## config.mk

```make
export PLATFORM = sky130hd
export DESIGN_NAME = load_store_unit_flat
export DESIGN_NICKNAME = d
export VERILOG_FILES = /design/src/rtl/load_store_unit_if.sv /design/src/rtl/load_store_unit.sv /design/src/flat_wrapper.sv
export SDC_FILE = /design/constraint.sdc
export NUM_CORES = 1
export LEC_CHECK = 0
export CORE_MARGIN = 1
export CORE_UTILIZATION = 46
export DETAILED_ROUTE_END_ITERATION = 7
export PLACE_DENSITY = 0.91
export SLEW_MARGIN = 20
export SYNTH_ARGS = -nofsm -noshare
export SYNTH_HDL_FRONTEND = slang
export SYNTH_SLANG_ARGS = --single-unit
```

## constraint.sdc

```tcl
create_clock -name clk -period 2.8 [get_ports clk]
set_input_delay 0.42 -clock clk [delete_from_list [all_inputs] [get_ports clk]]
set_output_delay 0.42 -clock clk [all_outputs]
set_load 0.03 [all_outputs]
```

## src/rtl/load_store_unit_if.sv

```systemverilog
// Request/response, memory-side and stall signals shared between the execute stage,
// the load/store unit and the instruction/data memory arbiter.
interface load_store_unit_if #(
  parameter int ADDR_W = 10
);
  logic              req_valid;
  logic              req_ready;
  logic              req_is_store;
  logic [2:0]        req_funct3;
  logic [31:0]       req_addr;
  logic [31:0]       req_wdata;
  logic [4:0]        req_rd;
  logic              stall_pc;
  logic [ADDR_W-1:0] mem_addr;
  logic              mem_rw_mode;
  logic [31:0]       mem_write_data;
  logic [3:0]        mem_byte_en;
  logic [31:0]       mem_read_data;
  logic              resp_valid;
  logic [31:0]       resp_rdata;
  logic [4:0]        resp_rd;
  logic              resp_err;

  // Environment side: execute stage plus the arbiter's read-data return path.
  modport master (
    output req_valid, req_is_store, req_funct3, req_addr, req_wdata, req_rd, mem_read_data,
    input  req_ready, stall_pc, mem_addr, mem_rw_mode, mem_write_data, mem_byte_en,
    input  resp_valid, resp_rdata, resp_rd, resp_err
  );

  modport slave (
    input  req_valid, req_is_store, req_funct3, req_addr, req_wdata, req_rd, mem_read_data,
    output req_ready, stall_pc, mem_addr, mem_rw_mode, mem_write_data, mem_byte_en,
    output resp_valid, resp_rdata, resp_rd, resp_err
  );
endinterface

```

## src/rtl/load_store_unit.sv

```systemverilog
// RV32I load/store unit: one memory op per request, byte-lane steering, load extension,
// alignment/range/funct3 checks, and stall_pc while it owns the shared memory.
//
// state  | meaning
// IDLE   | ready for a request; error responses are issued from here
// ACCESS | address/data/byte enables on the memory; stores commit here
// WAIT   | load address held until read data is valid (READ_LATENCY cycles)
module load_store_unit #(
  parameter int ADDR_W       = 10,
  parameter int READ_LATENCY = 1
) (
  input logic clk,
  input logic rst,
  load_store_unit_if.slave bus
);
  typedef enum logic [1:0] {IDLE, ACCESS, WAIT} state_t;

  state_t            state, state_nxt;
  logic              is_store_q;
  logic [2:0]        funct3_q;
  logic [ADDR_W-1:0] waddr_q;
  logic [1:0]        boff_q;
  logic [31:0]       wdata_q;
  logic [4:0]        rd_q;
  logic [2:0]        cnt;
  logic              resp_valid_q, resp_err_q;
  logic [31:0]       resp_rdata_q;
  logic [4:0]        resp_rd_q;

  logic        accept, req_err, busy, last_wait;
  logic [3:0]  byte_en;
  logic [31:0] store_data, shifted, load_val;

  assign bus.req_ready = (state == IDLE) && !rst;
  assign accept        = bus.req_valid && bus.req_ready;
  assign busy          = (state != IDLE) && !rst;
  assign last_wait     = (state == WAIT) && (cnt == 3'd0);

  always_comb begin
    req_err = 1'b0;
    if (bus.req_addr[31:ADDR_W+2] != '0) req_err = 1'b1;
    if (bus.req_funct3[1:0] == 2'b01 && bus.req_addr[0]) req_err = 1'b1;
    if (bus.req_funct3[1:0] == 2'b10 && bus.req_addr[1:0] != 2'b00) req_err = 1'b1;
    if (bus.req_is_store) begin
      if (bus.req_funct3 > 3'd2) req_err = 1'b1;
    end else if (bus.req_funct3 == 3'd3 || bus.req_funct3 == 3'd6 || bus.req_funct3 == 3'd7) begin
      req_err = 1'b1;
    end
  end

  always_comb begin
    state_nxt = state;
    case (state)
      IDLE:    if (accept && !req_err) state_nxt = ACCESS;
      ACCESS:  state_nxt = is_store_q ? IDLE : WAIT;
      WAIT:    if (cnt == 3'd0) state_nxt = IDLE;
      default: state_nxt = IDLE;
    endcase
  end

  always_ff @(posedge clk) begin
    if (rst) state <= IDLE;
    else     state <= state_nxt;
  end

  always_comb begin
    byte_en    = 4'hF;
    store_data = wdata_q;
    case (funct3_q[1:0])
      2'b00: begin
        byte_en    = 4'b0001 << boff_q;
        store_data = {4{wdata_q[7:0]}};
      end
      2'b01: begin
        byte_en    = 4'b0011 << boff_q;
        store_data = {2{wdata_q[15:0]}};
      end
      default: ;
    endcase
  end

  assign shifted = bus.mem_read_data >> {boff_q, 3'b000};

  always_comb begin
    load_val = 32'h0;
    case (funct3_q)
      3'd0:    load_val = {{24{shifted[7]}}, shifted[7:0]};
      3'd1:    load_val = {{16{shifted[15]}}, shifted[15:0]};
      3'd2:    load_val = shifted;
      3'd4:    load_val = {24'h0, shifted[7:0]};
      3'd5:    load_val = {16'h0, shifted[15:0]};
      default: load_val = 32'h0;
    endcase
  end

  // Memory-side outputs are forced low whenever the unit is idle or in reset.
  assign bus.stall_pc       = busy;
  assign bus.mem_addr       = busy ? waddr_q : '0;
  assign bus.mem_byte_en    = busy ? byte_en : 4'h0;
  assign bus.mem_write_data = busy ? store_data : 32'h0;
  assign bus.mem_rw_mode    = busy && (state == ACCESS) && is_store_q;

  always_ff @(posedge clk) begin
    if (rst) begin
      is_store_q   <= 1'b0;
      funct3_q     <= 3'd0;
      waddr_q      <= '0;
      boff_q       <= 2'd0;
      wdata_q      <= 32'h0;
      rd_q         <= 5'd0;
      cnt          <= 3'd0;
      resp_valid_q <= 1'b0;
      resp_err_q   <= 1'b0;
      resp_rdata_q <= 32'h0;
      resp_rd_q    <= 5'd0;
    end else begin
      resp_valid_q <= 1'b0;
      resp_err_q   <= 1'b0;
      resp_rdata_q <= 32'h0;
      resp_rd_q    <= 5'd0;
      if (accept) begin
        is_store_q <= bus.req_is_store;
        funct3_q   <= bus.req_funct3;
        waddr_q    <= bus.req_addr[ADDR_W+1:2];
        boff_q     <= bus.req_addr[1:0];
        wdata_q    <= bus.req_wdata;
        rd_q       <= bus.req_rd;
        if (req_err) begin
          resp_valid_q <= 1'b1;
          resp_err_q   <= 1'b1;
          resp_rd_q    <= bus.req_rd;
        end
      end
      if (state == ACCESS) begin
        cnt <= 3'(READ_LATENCY - 1);
        if (is_store_q) begin
          resp_valid_q <= 1'b1;
          resp_rd_q    <= rd_q;
        end
      end else if (state == WAIT && cnt != 3'd0) begin
        cnt <= cnt - 3'd1;
      end
      if (last_wait) begin
        resp_valid_q <= 1'b1;
        resp_rdata_q <= load_val;
        resp_rd_q    <= rd_q;
      end
    end
  end

  assign bus.resp_valid = resp_valid_q;
  assign bus.resp_err   = resp_err_q;
  assign bus.resp_rdata = resp_rdata_q;
  assign bus.resp_rd    = resp_rd_q;
endmodule
```

## src/flat_wrapper.sv

```systemverilog
// flat-port wrapper written by rule: the top's interface ports become plain ports
module load_store_unit_flat 
#(
  parameter int ADDR_W       = 10,
  parameter int READ_LATENCY = 1
)
  (clk, rst, bus_req_valid, bus_req_is_store, bus_req_funct3, bus_req_addr, bus_req_wdata, bus_req_rd, bus_mem_read_data, bus_req_ready, bus_stall_pc, bus_mem_addr, bus_mem_rw_mode, bus_mem_write_data, bus_mem_byte_en, bus_resp_valid, bus_resp_rdata, bus_resp_rd, bus_resp_err);
  load_store_unit_if #(.ADDR_W(ADDR_W)) bus_i ();
  input logic clk;
  input logic rst;
  input wire logic [$bits(bus_i.req_valid)-1:0] bus_req_valid;
  input wire logic [$bits(bus_i.req_is_store)-1:0] bus_req_is_store;
  input wire logic [$bits(bus_i.req_funct3)-1:0] bus_req_funct3;
  input wire logic [$bits(bus_i.req_addr)-1:0] bus_req_addr;
  input wire logic [$bits(bus_i.req_wdata)-1:0] bus_req_wdata;
  input wire logic [$bits(bus_i.req_rd)-1:0] bus_req_rd;
  input wire logic [$bits(bus_i.mem_read_data)-1:0] bus_mem_read_data;
  output wire logic [$bits(bus_i.req_ready)-1:0] bus_req_ready;
  output wire logic [$bits(bus_i.stall_pc)-1:0] bus_stall_pc;
  output wire logic [$bits(bus_i.mem_addr)-1:0] bus_mem_addr;
  output wire logic [$bits(bus_i.mem_rw_mode)-1:0] bus_mem_rw_mode;
  output wire logic [$bits(bus_i.mem_write_data)-1:0] bus_mem_write_data;
  output wire logic [$bits(bus_i.mem_byte_en)-1:0] bus_mem_byte_en;
  output wire logic [$bits(bus_i.resp_valid)-1:0] bus_resp_valid;
  output wire logic [$bits(bus_i.resp_rdata)-1:0] bus_resp_rdata;
  output wire logic [$bits(bus_i.resp_rd)-1:0] bus_resp_rd;
  output wire logic [$bits(bus_i.resp_err)-1:0] bus_resp_err;
  assign bus_i.req_valid = bus_req_valid;
  assign bus_i.req_is_store = bus_req_is_store;
  assign bus_i.req_funct3 = bus_req_funct3;
  assign bus_i.req_addr = bus_req_addr;
  assign bus_i.req_wdata = bus_req_wdata;
  assign bus_i.req_rd = bus_req_rd;
  assign bus_i.mem_read_data = bus_mem_read_data;
  assign bus_req_ready = bus_i.req_ready;
  assign bus_stall_pc = bus_i.stall_pc;
  assign bus_mem_addr = bus_i.mem_addr;
  assign bus_mem_rw_mode = bus_i.mem_rw_mode;
  assign bus_mem_write_data = bus_i.mem_write_data;
  assign bus_mem_byte_en = bus_i.mem_byte_en;
  assign bus_resp_valid = bus_i.resp_valid;
  assign bus_resp_rdata = bus_i.resp_rdata;
  assign bus_resp_rd = bus_i.resp_rd;
  assign bus_resp_err = bus_i.resp_err;
  load_store_unit #(.ADDR_W(ADDR_W), .READ_LATENCY(READ_LATENCY)) u_core (.clk(clk), .rst(rst), .bus(bus_i));
endmodule
```

## After elaboration in Yosys (flattened, before gate mapping)

Index checks and enable logic that the tools add are counted.

| word-level totals | value |
|---|---|
| logic and storage cells | 83 |
| memory bits (writable) | 0 |
| memory bits (read-only) | 0 |
| latch bits | 0 |
| memories | 0 |
| register bits | 97 |
| bits of input ports | 108 |

| operators by class | value |
|---|---|
| bitwise gates (word level) | 1 |
| $add $sub $neg | 1 |
| eq/ne operators | 14 |
| muxes and demuxes | 26 |
| $lt $le $gt $ge | 1 |
| reductions and logical operators | 25 |
| shifts and indexed selects | 3 |
| $mul | 0 |
| divide/modulo/power cells | 0 |

Operator list:

| operator | number |
|---|---|
| 32-bit one-hot mux with 5 select lines | 1 |
| 32-bit one-hot mux with 2 select lines | 1 |
| 32-bit 2-to-1 mux | 1 |
| 32-bit by 5-bit >> shifter with 32-bit output | 1 |
| 5-bit 2-to-1 mux | 5 |
| 20-bit nonzero test | 1 |
| 3-bit equality test, second input constant | 4 |
| 1-bit 2-to-1 mux | 11 |
| 1-bit logical AND | 10 |
| 10-bit 2-to-1 mux | 1 |
| 4-bit one-hot mux with 2 select lines | 1 |
| 2-bit by 1-bit equality test with 1-bit output, second input constant | 3 |
| 3-bit by 2-bit equality test with 1-bit output, second input constant | 2 |
| 3-bit logical NOT | 2 |
| 2-bit 2-to-1 mux | 3 |
| 2-bit one-hot mux with 3 select lines | 1 |
| 2-bit equality test, second input constant | 2 |
| 2-bit logical NOT | 2 |
| 4-bit 2-to-1 mux | 1 |
| 2-bit nonzero test | 2 |
| 2-bit OR reduction | 2 |
| 1-bit by 2-bit left shift with 4-bit output, first input constant | 1 |
| 2-bit by 2-bit left shift with 4-bit output, first input constant | 1 |
| 3-bit by 1-bit equality test with 1-bit output, second input constant | 1 |
| 9 further kinds | 11 |

## Depth between registers and ports, before layout

Gate-level depths: netlist of run 1.

| depth | value |
|---|---|
| depth after elaboration | 11 |
| depth in mapped cells | 8 |
| mapped depth without buffers | 6 |

## Worst setup path after synthesis of run 1

OpenSTA, ideal clock, no wires.

| timing | value |
|---|---|
| kind | register to output |
| start point | register u_core.boff_q[0] |
| end point | output port bus_mem_byte_en[0] |
| arrival time | 1.568 ns |
| slack | 0.812 ns |
| cell stages (with the launch flop) | 6 |
| cell sequence | dfxtp_1 buf_4 buf_6 buf_6 or2_2 a21oi_1 |

| between the ends | value |
|---|---|
| cells in the longest elaborated chain, start to end | 3 |
| elaborated cells on any way between the ends | 4 |

RTL lines:

| what | RTL line | text |
|---|---|---|
| from (decl) | load_store_unit.sv:22 | `logic [1:0] boff_q;` |
| from (signal assigned) | load_store_unit.sv:125 | `boff_q <= bus.req_addr[1:0];` |
| 2-bit by 2-bit left shift with 4-bit output / 1-bit by 2-bit left shift with 4-bit output (equally long branches) | load_store_unit.sv:75, load_store_unit.sv:71 |  |
| 4-bit one-hot mux with 2 select lines (*) | load_store_unit.sv:69 | `case (funct3_q[1:0])` |
| 4-bit 2-to-1 mux (*) | load_store_unit.sv:99 | `assign bus.mem_byte_en = busy ? byte_en : 4'h0;` |
| to (decl) | flat_wrapper.sv:23 | `output wire logic [$bits(bus_i.mem_byte_en)-1:0] bus_mem_byte_en;` |

Every way passes the cells marked *; elsewhere a longest branch is shown, timed or not.

## Worst setup path after layout of run 1

| timing | value |
|---|---|
| start point | register u_core.state[1] |
| end point | output port bus_mem_write_data[0] |

| between the ends | value |
|---|---|
| cells in the longest elaborated chain, start to end | 3 |

RTL lines:

| what | RTL line | text |
|---|---|---|
| from (decl) | load_store_unit.sv:18 | `state_t state, state_nxt;` |
| from (signal assigned) | load_store_unit.sv:63 | `else state <= state_nxt;` |
| 2-bit nonzero test | load_store_unit.sv:36 | `assign busy = (state != IDLE) && !rst;` |
| 1-bit logical AND | load_store_unit.sv:36 |  |
| 32-bit 2-to-1 mux | load_store_unit.sv:100 | `assign bus.mem_write_data = busy ? store_data : 32'h0;` |
| to (decl) | flat_wrapper.sv:22 | `output wire logic [$bits(bus_i.mem_write_data)-1:0] bus_mem_write_data;` |

Every way passes these cells.

==> out/qor.csv, run 1 <==
metric,value,unit
CP startpoint,u_core.state[1]$_SDFFE_PP0P_,
first-pass GRT wire length,21700,µm
Final setup viols,0,
Num Clock Sinks,97,
post-synth cell types,38,
asr flop ratio synth,0,%
gpl congestion,0.863,
vias in the first global route,4528,
Worst Max-Slew Pin Slew,664,ps
total CTS buffers,9,
crit path cell chain,"o21ai_2, inv_1, and2_1, buf_4",
I/O Buffers,195,
DRC Markers,0,
Pwr Density,435,nW/µm²
Layout Nets,855,
post-CTS setup buffer count,0,
starting DRC count in detailed routing,227,
Synth Cell Area,4500,µm²
Starting Density,48.0,%
maximum vdd drop,0.000371,V
# H-tree levels,3,
r2r startpoint,u_core.boff_q[1]$_SDFFE_PP0P_,
Clock power frac,31.1,%
Die H,101,µm
CTS tree,built,
core area,9370,µm²
nature of the critical path startpoint,flop,
Die Footprint,10200,µm²
crit path kind,reg -> out,
"Net Count, Synth",680,
total grt overflow,0,
hold wc startpoint,u_core.rd_q[4]$_SDFFE_PP0P_,
largest net degree at the start of global routing,70,
internal power,2100,µW
final hold violation count,0,
synth warn,0,
CP max FO,18,
via/cell ratio,5.29,
hpwl dp,10100,µm
I/O pins,196,
post-synthesis sequential area ratio,43.2,%
fin cells,878,
Final min period,2550,ps
clock latency on the worst-skew pair,350,ps
final wirelength,13500,µm
First-pass DRT Iterations,5,
Flop pwr share,51.7,%
sw power,758,µW
Final Max Slew Viols,0,
layout cells sized above 1,12.6,%
Clock Skew,14.7,ps
Max-Cap Viols,0,
root cell of the clock tree,clkbuf_8,
post-cts resize count,0,
row count,35,
Syn Inst Count,570,
n_diodes,0,
Comb power frac,17.2,%
gr busiest metal,met2,
CTS clock-pin slew for the worst setup and hold paths,90,ps
Avg Synthesized Cell Area,7.89,µm²
P&R area growth vs syn,46.2,%
M3 GR Usage,4.79,%
Final ANT Viol Nets,0,
DR WL/cell,15.4,µm
CTS Hold Bufs,0,
Relative slew margins,55.6,%
CP max stage delay,610,ps
Post-synth EDFFs,0,
#FFs+latches synth,97,
Critical Path AT,2130,ps
met2 Use GR,47.7,%
"Primary FF master, synth",dfxtp_1,
outcome,"finished, final reports clean",
Hold WC Path Type,reg -> reg,
filler cell count,782,
Sw Share,26.5,%
GR Util All Layers,27.0,%
die width,101,µm
LEAKAGE,0.00260,µW
crit end category,output pin,
GRT met1 Usage,31.8,%
CP max stage cell,o21ai_2,
fin crit share,91.1,%
Final Hold Slack,466,ps
RSZ-0062 raised after global routing,false,
Sum Neg Setup Slack,0,ps
Via Count,4642,
Clock Tree Buf Depth,2,
fmax,392,MHz
Inst Count DP,863,
"Req. time, crit path",2380,ps
initial antenna violation count,0,
-- power by group through the flow --
stage,clock (µW),sequential (µW),combinational [µW]
5_1_grt,969,1480,536
3_3_place_gp,0,1510,475
2_1_floorplan,0,1500,262
3_5_place_dp,0,1510,487
6_report,891,1480,491
4_1_cts,906,1480,491
-- logic make-up after synthesis --
family | share of synthesized area, %
simple gates | 26.0
mux | 9.63
buf+inv | 5.54
flops | 43.2
fa+ha+maj | 0.556
compound gates | 15.1
-- critical path: cells and delay by family, from the launching register on --
kind | cells | cell delay, ps
flops | 1 | 500
simple gates | 1 | 240
compound gates | 1 | 610
buf+inv | 2 | 430
-- cells in the mapped netlist, drive strengths merged (3+ instances only) --
| master | instances | share of area (%) |
|---|---|---|
| nor3b | 4 | 0.67 |
| nor2 | 59 | 4.9 |
| o2bb2ai | 5 | 0.97 |
| nor3 | 3 | 0.45 |
| o21bai | 4 | 0.67 |
| nand3 | 33 | 3.7 |
| o211ai | 4 | 0.67 |
| mux2 | 10 | 2.5 |
| clkbuf | 13 | 1.1 |
| nor4 | 5 | 0.70 |
| dfxtp | 97 | 43 |
| o21ai | 33 | 3.7 |
| nand2 | 132 | 11 |
| mux2i | 32 | 7.1 |
| buf | 29 | 3.9 |
| inv | 6 | 0.50 |
| a211oi | 7 | 1.2 |
| nor2b | 5 | 0.70 |
| and2 | 16 | 2.2 |
| a21oi | 55 | 6.1 |
-- placed cells by master, fill, tap and decap left out, types with 2 or more instances in the layout --
cell,synthesis,final
mux2_2,10,10
o2bb2ai_1,5,5
buf_12,0,2
nor3_1,2,2
or2_2,2,2
mux2i_1,32,32
a21oi_1,55,55
dfxtp_1,97,97
nor2b_1,5,5
o21bai_1,4,4
a211oi_1,7,7
nand3_1,33,33
o21ai_0,33,32
clkdlybuf4s50_1,0,147
nor2_1,59,59
nand3b_1,2,2
inv_6,0,2
nand2_1,132,132
nor4_1,5,5
nor3b_1,4,4
o31ai_1,2,2
and2_1,16,15
o211ai_1,4,4
ha_1,2,2
clkinv_2,0,2
clkbuf_8,0,9
inv_1,6,6
buf_4,4,57
-- cell type report --
cell class,instances,area (µm²),share of cell area [%]
Sequential cell,97,1940,29.5
Tap cell,129,161,2.45
Inverter,7,26.3,0.400
Multi-Input combinational cell,424,2320,35.2
Clock buffer,9,124,1.88
Clock inverter,6,66.3,1.01
Timing Repair Buffer,206,1940,29.5
-- sequential cells by signal, summed over array words and instances (netlist names) --
| signal | count |
|---|---|
| u_core.cnt | 3 |
| u_core.wdata_q | 32 |
| u_core.bus.resp_valid | 1 |
| u_core.is_store_q | 1 |
| u_core.state | 2 |
| u_core.bus.resp_rdata | 32 |
| u_core.bus.resp_err | 1 |
| u_core.rd_q | 5 |
| u_core.boff_q | 2 |
| u_core.bus.resp_rd | 5 |
| u_core.waddr_q | 10 |
| u_core.funct3_q | 3 |
-- path summary, 6_finish.rpt --
kind,endpoint,slack [ps],cells after the start
worst max-delay path,bus_mem_write_data[0],250,4
worst min-delay path,u_core.rd_q[4]$_SDFFE_PP0P_,470,2
worst max register to register,u_core.bus.resp_rdata[27]$_SDFF_PP0_,860,3
worst min register to register,u_core.rd_q[4]$_SDFFE_PP0P_,470,2
-- metal layers --
layer / part of all wire (%) / up-vias
met5: 0 / -
met4: 3.5 / 0
met3: 6.1 / 40
met2: 50 / 210
met1: 41 / 2125
li1: - / 2267
-- through the flow --
| stage | utilization [%] | total power, µW | instance area (µm²) | setup WS (ps) |
|---|---|---|---|---|
| after detailed placement | 68.1 | 1990 | 6390 | 437 |
| final | 70.2 | 2860 | 6580 | 249 |
| after global placement | 68.1 | 1980 | 6390 | 442 |
| after floorplan | - | 1760 | 4500 | 812 |
| after global routing | 70.2 | 2990 | 6580 | 53.7 |
| after CTS | 70.2 | 2870 | 6580 | 234 |
Power figures use the tool's default switching activity.
==> run 2, diff against run 1 <==
--- a/config.mk
+++ b/config.mk
@@ -5,6 +5,7 @@
 export SDC_FILE = /design/constraint.sdc
 export NUM_CORES = 1
 export LEC_CHECK = 0
+export CAP_MARGIN = 20
 export CORE_MARGIN = 1
 export CORE_UTILIZATION = 46
 export DETAILED_ROUTE_END_ITERATION = 7
==> results of run 2 <==
The final DEF is identical to that of run 1; final timing and power are the same.
==> run 3, diff against run 2 <==
--- a/config.mk
+++ b/config.mk
@@ -14,3 +14,4 @@
 export SYNTH_ARGS = -nofsm -noshare
 export SYNTH_HDL_FRONTEND = slang
 export SYNTH_SLANG_ARGS = --single-unit
+export TNS_END_PERCENT = 1
==> constraint.sdc (replaced) <==
create_clock -name clk -period 2.8 [get_ports clk]
set_input_delay 0.56 -clock clk [delete_from_list [all_inputs] [get_ports clk]]
set_output_delay 0.56 -clock clk [all_outputs]
set_load 0.03 [all_outputs]
==> out/qor.csv, run 3 (synthesized netlist as in run 1, its figures left out) <==
metric,value,unit
starting DRC count in detailed routing,243,
CP max stage delay,520,ps
post-CTS setup buffer count,0,
Final Hold Slack,463,ps
DRC Markers,0,
Die H,101,µm
critical path depth in cells,4,
fin crit share,92.2,%
final hold violation count,0,
layout cells sized above 1,13.3,%
LEAKAGE,0.00262,µW
met3 wire len,917,µm
first-pass GRT wire length,22000,µm
Comb power frac,16.7,%
row count,35,
CP startpoint,u_core.state[0]$_SDFFE_PP0P_,
P&R area growth vs syn,47.4,%
reg2reg path depth,4,
total power,2930,µW
Flop pwr share,50.7,%
r2r setup slk,580,ps
total grt overflow,0,
Final min period,2580,ps
crit end category,output pin,
maximum vdd drop,0.000291,V
buffers plus inverters on the worst setup path,2,
internal power,2160,µW
CTS clock-pin slew for the worst setup and hold paths,100,ps
Worst Max-Slew Pin Slew,730,ps
Clock Tree Buf Depth,2,
Clock power frac,32.6,%
met2 wire len,6900,µm
CP max FO,14,
sw power,777,µW
GR Util All Layers,27.4,%
fmax,387,MHz
largest net degree at the start of global routing,41,
Num Clock Sinks,97,
Via Count,4783,
vias in the first global route,4630,
Sw Share,26.5,%
root cell of the clock tree,clkbuf_8,
RSZ-0062 raised after global routing,false,
Sum Neg Setup Slack,0,ps
top cell family by delay on the critical path,compound AO/OA/AOI/OAI gates,
post-cts resize count,0,
Critical Path AT,2020,ps
Pwr Density,443,nW/µm²
initial antenna violation count,0,
r2r startpoint,u_core.funct3_q[1]$_SDFFE_PP0P_,
"commonest non-fill, non-tap cells in the layout","146 x clkdlybuf4s50_1, 132 x nand2_1, 97 x dfxtp_1, 62 x buf_4, 59 x nor2_1",
Final Max Slew Viols,0,
# H-tree levels,3,
die width,101,µm
I/O pins,196,
CTS tree,built,
crit path cell chain,"o21ai_2, inv_1, and2_1, buf_4",
nature of the critical path startpoint,flop,
crit path to,bus_mem_write_data[4],
hpwl dp,10400,µm
"commonest non-fill, non-tap cell in the layout",clkdlybuf4s50_1,
Relative slew margins,51.3,%
Starting Density,48.0,%
Routed met1 length,5570,µm
I/O Buffers,195,
First-pass DRT Iterations,5,
DR WL/cell,15.7,µm
outcome,"finished, final reports clean",
n_diodes,0,
CP max stage cell,o21ai_2,
Die Footprint,10200,µm²
clock latency on the worst-skew pair,350,ps
Clock Skew,12.4,ps
RR Endpoint,u_core.bus.resp_rdata[30]$_SDFF_PP0_,
final wirelength,13800,µm
CTS Hold Bufs,0,
core area,9370,µm²
Hold WC Path Type,reg -> reg,
Final ANT Viol Nets,0,
filler cell count,741,
via/cell ratio,5.42,
total CTS buffers,9,
"Req. time, crit path",2240,ps
top routing layer used,met4,
crit path kind,reg -> out,
Final setup viols,0,
gpl congestion,0.886,
Max-Cap Viols,0,
Layout Nets,859,
==> run 3: cell count changes in the layout (fill, tap and decap cells not counted) <==
cell and change:
buf_4 +5, clkbuf_8 +2, clkinv_2 -2, clkinvlp_4 +2, clkdlybuf4s50_1 -1, inv_6 -1
==> run 3: worst min-delay path, delay by kind of cell (launching register included) <==
kind	cells	cell delay, ps
flip-flops	1	320
AND/OR/NAND/NOR	2	110
==> run 3: worst min path at each step <==
stage	end	startpoint	depth (start not counted)	slack, ps
floorplan	u_core.bus.resp_rd[0]$_SDFF_PP0_	u_core.rd_q[0]$_SDFFE_PP0P_	1	430
global placement	u_core.bus.resp_rd[4]$_SDFF_PP0_	u_core.rd_q[4]$_SDFFE_PP0P_	1	440
detailed placement	u_core.wdata_q[21]$_SDFFE_PP0P_	u_core.wdata_q[21]$_SDFFE_PP0P_	2	450
CTS	u_core.wdata_q[21]$_SDFFE_PP0P_	u_core.wdata_q[21]$_SDFFE_PP0P_	2	460
global route	u_core.wdata_q[21]$_SDFFE_PP0P_	u_core.wdata_q[21]$_SDFFE_PP0P_	2	490
finish	u_core.wdata_q[21]$_SDFFE_PP0P_	u_core.wdata_q[21]$_SDFFE_PP0P_	2	460
==> run 3: power by group through the flow <==
stage               Combinational (µW)  Clock, µW  Sequential, µW
floorplan                          262          0            1500
global placement                   469          0            1510
detailed placement                 486          0            1520
CTS                                489        967            1490
global route                       535       1020            1490
finish                             491        957            1490
==> run 3: area by class of cell <==
| cell class | instances | area (µm²) | share of cell area [%] |
|---|---|---|---|
| inverters | 7 | 26.3 | 0.396 |
| multi-input cells | 424 | 2320 | 35.0 |
| clock buffers | 11 | 151 | 2.28 |
| repair buffers | 210 | 1970 | 29.7 |
| well taps | 129 | 161 | 2.44 |
| clock inverters | 5 | 62.6 | 0.944 |
| flip-flops and latches | 97 | 1940 | 29.3 |
==> run 3: metrics by stage <==
| stage | cells | cell area, µm² | utilization (%) | worst slack (ps) |
|---|---|---|---|---|
| 6_report | 883 | 6630 | 70.7 | 219 |
| 4_1_cts | 883 | 6630 | 70.7 | 210 |
| 3_3_place_gp | 867 | 6410 | 68.4 | 331 |
| 3_5_place_dp | 867 | 6410 | 68.4 | 248 |
| 2_1_floorplan | 570 | 4500 | - | 630 |
| 5_1_grt | 883 | 6630 | 70.7 | 75.8 |
==> run 3: per-layer routing <==
| layer | track usage [%] | vias up |
|---|---|---|
| met5 | 0 | - |
| met4 | 12.5 | 0 |
| met3 | 4.72 | 42 |
| met2 | 48.4 | 228 |
| met1 | 32.3 | 2224 |
| li1 | - | 2289 |
